$ cat src/rtl/ps2_mouse_host_tx.sv
// Host-to-device PS/2 transmitter: inhibit, request-to-send, 8 data bits LSB first,
// odd parity, stop, then ACK check. Lines are driven as open-drain pull-low enables.
module ps2_mouse_host_tx #(
  parameter int INHIBIT_CYCLES = 5000,
  parameter int TIMEOUT_CYCLES = 1000000
) (
  input  logic       clk,
  input  logic       reset,
  input  logic [7:0] tx_data,
  input  logic       tx_start,
  output logic       tx_busy,
  output logic       tx_done,
  output logic       tx_error,
  input  logic       ps2_clk,
  input  logic       ps2_data,
  output logic       ps2_clk_drive_low,
  output logic       ps2_data_drive_low
);

  localparam int MAXC = (INHIBIT_CYCLES > TIMEOUT_CYCLES) ? INHIBIT_CYCLES : TIMEOUT_CYCLES;
  localparam int CW   = $clog2(MAXC + 1);
  localparam logic [CW-1:0] INH_LAST = CW'(INHIBIT_CYCLES - 1);
  localparam logic [CW-1:0] INH_DATA = CW'(INHIBIT_CYCLES - 2);
  localparam logic [CW-1:0] TO_LAST  = CW'(TIMEOUT_CYCLES - 1);

  typedef enum logic [2:0] {
    S_IDLE,
    S_INHIBIT,
    S_SEND,
    S_ACK,
    S_WAIT_IDLE
  } state_t;

  state_t        r_state;
  logic [7:0]    r_shreg;
  logic          r_parity;
  logic [3:0]    r_bit_cnt;
  logic [CW-1:0] r_cnt;
  logic          r_busy, r_done, r_error, r_clk_dl, r_data_dl;
  logic          r_clk_meta, r_clk_s, r_clk_prev, r_data_meta, r_data_s;
  logic          w_fall, w_watch, w_timeout;

  // Synchronizers reset to the idle-high level so reset never fakes a falling edge.
  always_ff @(posedge clk) begin
    if (reset) begin
      r_clk_meta  <= 1'b1;
      r_clk_s     <= 1'b1;
      r_clk_prev  <= 1'b1;
      r_data_meta <= 1'b1;
      r_data_s    <= 1'b1;
    end else begin
      r_clk_meta  <= ps2_clk;
      r_clk_s     <= r_clk_meta;
      r_clk_prev  <= r_clk_s;
      r_data_meta <= ps2_data;
      r_data_s    <= r_data_meta;
    end
  end

  assign w_fall    = r_clk_prev & ~r_clk_s;
  assign w_watch   = (r_state == S_SEND) || (r_state == S_ACK) || (r_state == S_WAIT_IDLE);
  assign w_timeout = w_watch && !w_fall && (r_cnt == TO_LAST);

  always_ff @(posedge clk) begin
    if (reset) begin
      r_state   <= S_IDLE;
      r_shreg   <= '0;
      r_parity  <= 1'b0;
      r_bit_cnt <= '0;
      r_cnt     <= '0;
      r_busy    <= 1'b0;
      r_done    <= 1'b0;
      r_error   <= 1'b0;
      r_clk_dl  <= 1'b0;
      r_data_dl <= 1'b0;
    end else begin
      r_done  <= 1'b0;
      r_error <= 1'b0;
      if (w_timeout) begin
        r_clk_dl  <= 1'b0;
        r_data_dl <= 1'b0;
        r_error   <= 1'b1;
        r_busy    <= 1'b0;
        r_state   <= S_IDLE;
      end else begin
        unique case (r_state)
          S_IDLE: begin
            // A start landing on the completion pulse is dropped; the next cycle may accept.
            if (tx_start && !r_done && !r_error) begin
              r_shreg   <= tx_data;
              r_parity  <= ~^tx_data;
              r_bit_cnt <= '0;
              r_cnt     <= '0;
              r_busy    <= 1'b1;
              r_clk_dl  <= 1'b1;
              r_data_dl <= (INHIBIT_CYCLES == 1);
              r_state   <= S_INHIBIT;
            end
          end
          S_INHIBIT: begin
            r_cnt <= r_cnt + 1'b1;
            if (r_cnt == INH_DATA) r_data_dl <= 1'b1;
            if (r_cnt == INH_LAST) begin
              r_clk_dl  <= 1'b0;
              r_data_dl <= 1'b1;
              r_cnt     <= '0;
              r_state   <= S_SEND;
            end
          end
          S_SEND: begin
            r_cnt <= w_fall ? '0 : r_cnt + 1'b1;
            if (w_fall) begin
              r_bit_cnt <= r_bit_cnt + 4'd1;
              if (r_bit_cnt < 4'd8) begin
                r_data_dl <= ~r_shreg[0];
                r_shreg   <= {1'b0, r_shreg[7:1]};
              end else if (r_bit_cnt == 4'd8) begin
                r_data_dl <= ~r_parity;
              end else begin
                r_data_dl <= 1'b0;
                r_state   <= S_ACK;
              end
            end
          end
          S_ACK: begin
            r_cnt <= w_fall ? '0 : r_cnt + 1'b1;
            if (w_fall) begin
              if (!r_data_s) begin
                r_state <= S_WAIT_IDLE;
              end else begin
                r_error <= 1'b1;
                r_busy  <= 1'b0;
                r_state <= S_IDLE;
              end
            end
          end
          S_WAIT_IDLE: begin
            r_cnt <= w_fall ? '0 : r_cnt + 1'b1;
            if (r_clk_s && r_data_s) begin
              r_done  <= 1'b1;
              r_busy  <= 1'b0;
              r_state <= S_IDLE;
            end
          end
          default: r_state <= S_IDLE;
        endcase
      end
    end
  end

  assign tx_busy            = r_busy;
  assign tx_done            = r_done;
  assign tx_error           = r_error;
  assign ps2_clk_drive_low  = r_clk_dl;
  assign ps2_data_drive_low = r_data_dl;

endmodule
$ cat config.mk
export PLATFORM = sky130hd
export DESIGN_NAME = ps2_mouse_host_tx
export DESIGN_NICKNAME = d
export VERILOG_FILES = /design/src/rtl/ps2_mouse_host_tx.sv
export SDC_FILE = /design/constraint.sdc
export NUM_CORES = 1
export LEC_CHECK = 0
export BUFFER_PORTS_ARGS = -buffer_cell sky130_fd_sc_hd__buf_2
export CAP_MARGIN = 15
export CORE_ASPECT_RATIO = 1.25
export CORE_UTILIZATION = 40
export DETAILED_ROUTE_END_ITERATION = 10
export GPL_ROUTABILITY_DRIVEN = 0
export PLACE_DENSITY_LB_ADDON = 0.2
export SKIP_LAST_GASP = 1
export SYNTH_ARGS = -nofsm -noshare
export SYNTH_HDL_FRONTEND = slang
export SYNTH_SLANG_ARGS = --single-unit
$ cat constraint.sdc
create_clock -name clk -period 2.59 [get_ports clk]
set_input_delay 0 -clock clk [delete_from_list [all_inputs] [get_ports clk]]
set_output_delay 0 -clock clk [all_outputs]
set_load 0.1 [all_outputs]
# == Word level (Yosys, flattened, before mapping) ==
# Cells that the tools add are included.
# classes
addsub,2
magnitude_cmp,1
eq_ne,18
muxes,39
bitwise,6
reduce_logical,28
# op_table
operator,n
$mux 20,3
$pmux 20 s3,1
$eq 20x13->1 const B,2
$mux 3,8
$mux 8,3
$add 20x1->20 const B,1
$eq 20x20->1 const B,1
$mux 1,16
$pmux 8 s2,1
$pmux 3 s5,1
$ne 2x2->1 const B,7
$reduce_and 5->1,2
$reduce_and 3->1,3
$reduce_bool 3->1,3
$mux 4,2
$pmux 4 s2,1
$reduce_and 4->1,2
$reduce_xnor 8->1,1
$reduce_and 7->1,1
$eq 3x2->1 const B,2
$pmux 1 s3,2
$reduce_or 3->1,2
$logic_and 1x1->1,5
$not 1->1,5
other kinds (14),19
# word_totals
regBits,46
in_bits,13
output_inout_bits,5

# == Depth between registers and ports, before layout ==
# logic_depth
word_depth,7
mapped_depth,8

# == Worst setup path before layout ==
# No wires, ideal clock.
# synth_path
path_type,flip-flop to flip-flop
start,"register r_done, in the netlist tx_done"
end,register r_cnt[11]
arrival_time_ps,2204
slack_ps,316
path_stages_with_launch,6
synth_period_minus_slack_ps,2274
path_cell_list,dfxtp_1 -> nor3b_2 -> o21ai_2 -> or4_1 -> or3_1 -> a21oi_1
# synth_via
elab_chain_len,5
# synth_lines
element,line_no,rtl
start: declaration,39,"logic r_busy, r_done, r_error, r_clk_dl, r_data_dl;"
start signal: assignment,72,r_done <= 1'b0;
start signal: assignment,77,r_done <= 1'b0;
start signal: assignment,140,r_done <= 1'b1;
$logic_not 1->1,89,if (tx_start && !r_done && !r_error) begin
$logic_and 1x1->1 (2 in series),89,
$ne 2x2->1 (no line),-,
$reduce_and 3->1 (no line),-,
end signal: assignment,101,r_cnt <= r_cnt + 1'b1;
end signal: assignment,111,r_cnt <= w_fall ? '0 : r_cnt + 1'b1;
end signal: assignment,126,r_cnt <= w_fall ? '0 : r_cnt + 1'b1;
end: declaration,38,logic [CW-1:0] r_cnt;
# Every way passes these cells.
# A chain may end at the register's enable or synchronous reset.

# == Final worst setup path ==
# layout_path
start,register r_cnt[4]
end,register r_cnt[4]
# layout_via
elab_chain_len,4
elab_cells_between_ends,9
classes_between,add/sub (1); eq/ne (2); mux (3); bitwise (1); reduce/logical (2)
# layout_lines
element
"parallel branches: the longest is 4 deep, another holds $add 20x1->20"
# Parallel ways; which one is timed is not known.

==> reports/results.txt <==
Routed Antenna Nets: 0
Post-Route Utilization: 47.0%
Max FO, Critical Path: 12
CP endpoint kind: flip-flop
Via Count: 2320
Arrival @ worst endpoint: 2.50 ns
hold path startpoint: tx_data[3]
post-synth top area cell: dfxtp_1
post-DP HPWL: 4500 um
Synth top area share: 35.3%
Via density: 5.56
Hold WC Path Type: primary input to flip-flop
PostCTS Resize Cnt: 0
maximum vdd drop: 0.353 mV
H-tree levels: 2
placed cells: 406
main flop type after synthesis: dfxtp_1
Std-Cell Rows: 32
synth-to-layout area growth: 12.6%
fraction of registers with async set/reset: 0%
P_leak: 1.00 nW
sequential share of the synthesized area: 35.3%
critical path type: flip-flop to flip-flop
r2r startpoint: r_cnt[4]
DRC Markers: 0
initial antenna violation count: 0
crit path time final: 2.33 ns
Nets: 348
Clock Skew: 0.0116 ns
top cells by area in the synthesized netlist: dfxtp_1 35%, xnor2_1 3.7%, nor2_1 3.6%
Synth Instances: 308
number of synthesis warnings: 0
status: complete, no violations
1st-iter DRT viols: 193
Yosys reg bits: 46
largest net degree at the start of global routing: 35
relative slew slack: 53.3%
setup violation total in the final timing report: 0
Post-synth top cells: 46 x dfxtp_1, 25 x nor2_1, 21 x nand2_1
worst reg-to-reg setup slack: 0.26 ns
Finished Layout Cells: 417
RSZ-0062 raised after global routing: no
worst hold path stage count: 3
crit start category: flip-flop
die width: 74.2 um
clock tree buffer depth: 2
Fmax: 429 MHz
CP required: 2.76 ns
most numerous cell in the Yosys netlist: dfxtp_1
Final Hold Viols: 0
mean post-synth cell area: 8.46 um2
number of iterations in the first detailed-routing pass: 4
Worst-Skew Late Latency: 0.29 ns
Worst-path clk slew: 0.09 ns
layout cells sized above 1: 16.3%
FF-to-FF End: r_cnt[4]
FF-to-FF path depth: 5
CTS Buf Count: 5
first-pass GRT wire length: 10500 um
CTS tree: yes
total length of routed wires: 6150 um
root buffer cell: clkbuf_8
Tcrit/Tclk final: 90.0%
total core area: 6250 um2
pwr dens: 498 nW/um2
fill cell count: 647
Final Power: 1.46 mW
number of global-route vias before repair: 2223
number of buffers added on ports: 17
MaxCap Viol Count: 0
setup TNS: 0 ns
Worst Tran Pin Value: 0.697 ns
Synthesized Nets: 325
mapped cell area: 2610 um2
die area: 6840 um2
DR WL/cell: 14.7 um
diodes inserted: 0
Ports: 18
GR Overflow Total: 0
initial core utilization: 41.7%
GRT Total Usage: 19.7%
Slew Viols, Final: 0
synth unique cells: 59
Worst Hold Endpoint: r_shreg[3]
die height: 92.2 um
Post-synth EDFFs: 0
TritonCTS sink count: 46
logic make-up after synthesis:
logic type | after synthesis | synth area share, %
buffers and inverters | 21 | 3.74
adders and majority gates | 4 | 1.92
AOI/OAI and AO/OA | 78 | 20.9
xor gates and xnor gates | 11 | 3.70
muxes | 10 | 3.89
and+or+nand+nor | 138 | 30.5
DFF | 46 | 35.3
how the worst max path moves through the flow:
stage,start,to,slack [ns],cells after the start
2_1_floorplan,tx_done,r_cnt[11],0.32,5
6_report,r_cnt[4],r_cnt[4],0.26,5
4_1_cts,r_cnt[4],r_cnt[4],0.26,5
5_1_grt,r_cnt[4],r_cnt[18],0.09,5
3_5_place_dp,r_cnt[4],r_cnt[8],0.26,5
3_3_place_gp,r_cnt[4],r_cnt[18],0.31,5
worst max-delay path, stage by stage (launching register included):
cell     delay (ns)
dfxtp_1        0.37
or4_4          0.57
nor4_4         0.30
a31oi_1        0.30
o31ai_4        0.56
nor2_1         0.10
state kept, by name, indices dropped and copies added (netlist names):
name / cells
r_clk_s: 1
r_data_s: 1
r_bit_cnt: 4
r_shreg: 8
tx_busy: 1
ps2_data_drive_low: 1
r_clk_prev: 1
ps2_clk_drive_low: 1
r_parity: 1
r_clk_meta: 1
tx_error: 1
tx_done: 1
r_cnt: 20
r_state: 3
r_data_meta: 1
power breakdown:
group,switching (mW),internal (mW)
combinational,0.122,0.0656
clock,0.236,0.289
sequential,0.0162,0.732
through the flow:
stage	setup WS, ns	instance area [um2]	hold WS [ns]
5_1_grt	0.0878	2930	0.0604
2_1_floorplan	0.316	2610	0.104
4_1_cts	0.259	2930	0.0504
3_3_place_gp	0.310	2800	0.185
3_5_place_dp	0.259	2800	0.188
6_report	0.258	2930	0.0541
metal layers:
metal | vias up | track usage (%) | share of wire, %
met5 | - | 0 | 0
li1 | 1188 | - | -
met4 | 0 | 6.57 | 1.7
met1 | 1065 | 24.7 | 44
met3 | 11 | 3.08 | 3.3
met2 | 56 | 33.5 | 51
timing repair:
item	CTS	global route
buffers inserted	0	0
hold buffers	3	0
hold endpoints to repair	3	0
final cells by class:
cell class	count	area [um2]	share of cell area [%]
well taps	85	106	3.62
clock inverters	1	30.0	1.02
clock buffers	7	76.3	2.60
repair buffers	29	183	6.23
inverters	8	30.0	1.02
multi-input cells	241	1590	54.1
flip-flops and latches	46	921	31.4
cells in the final DEF, fill, tap and decap left out, types with 3 or more instances in the layout:
cell type,instances
dfxtp_1,46
nor2_1,25
nand2_1,21
nand3_1,18
buf_2,17
a21oi_1,16
o21ai_0,15
xnor2_1,11
mux2i_1,9
a211oi_1,9
buf_4,9
inv_1,8
or3_1,8
nor2b_1,8
nor3_1,7
nand4_1,6
or2_2,6
nand2b_1,5
a31oi_1,5
or4_1,5
clkbuf_8,5
nor3b_1,4
and3_1,4
a32oi_1,4
ha_1,4
o21bai_1,3
o21a_1,3
dlygate4sd3_1,3
(Power assumes the default switching activity.)
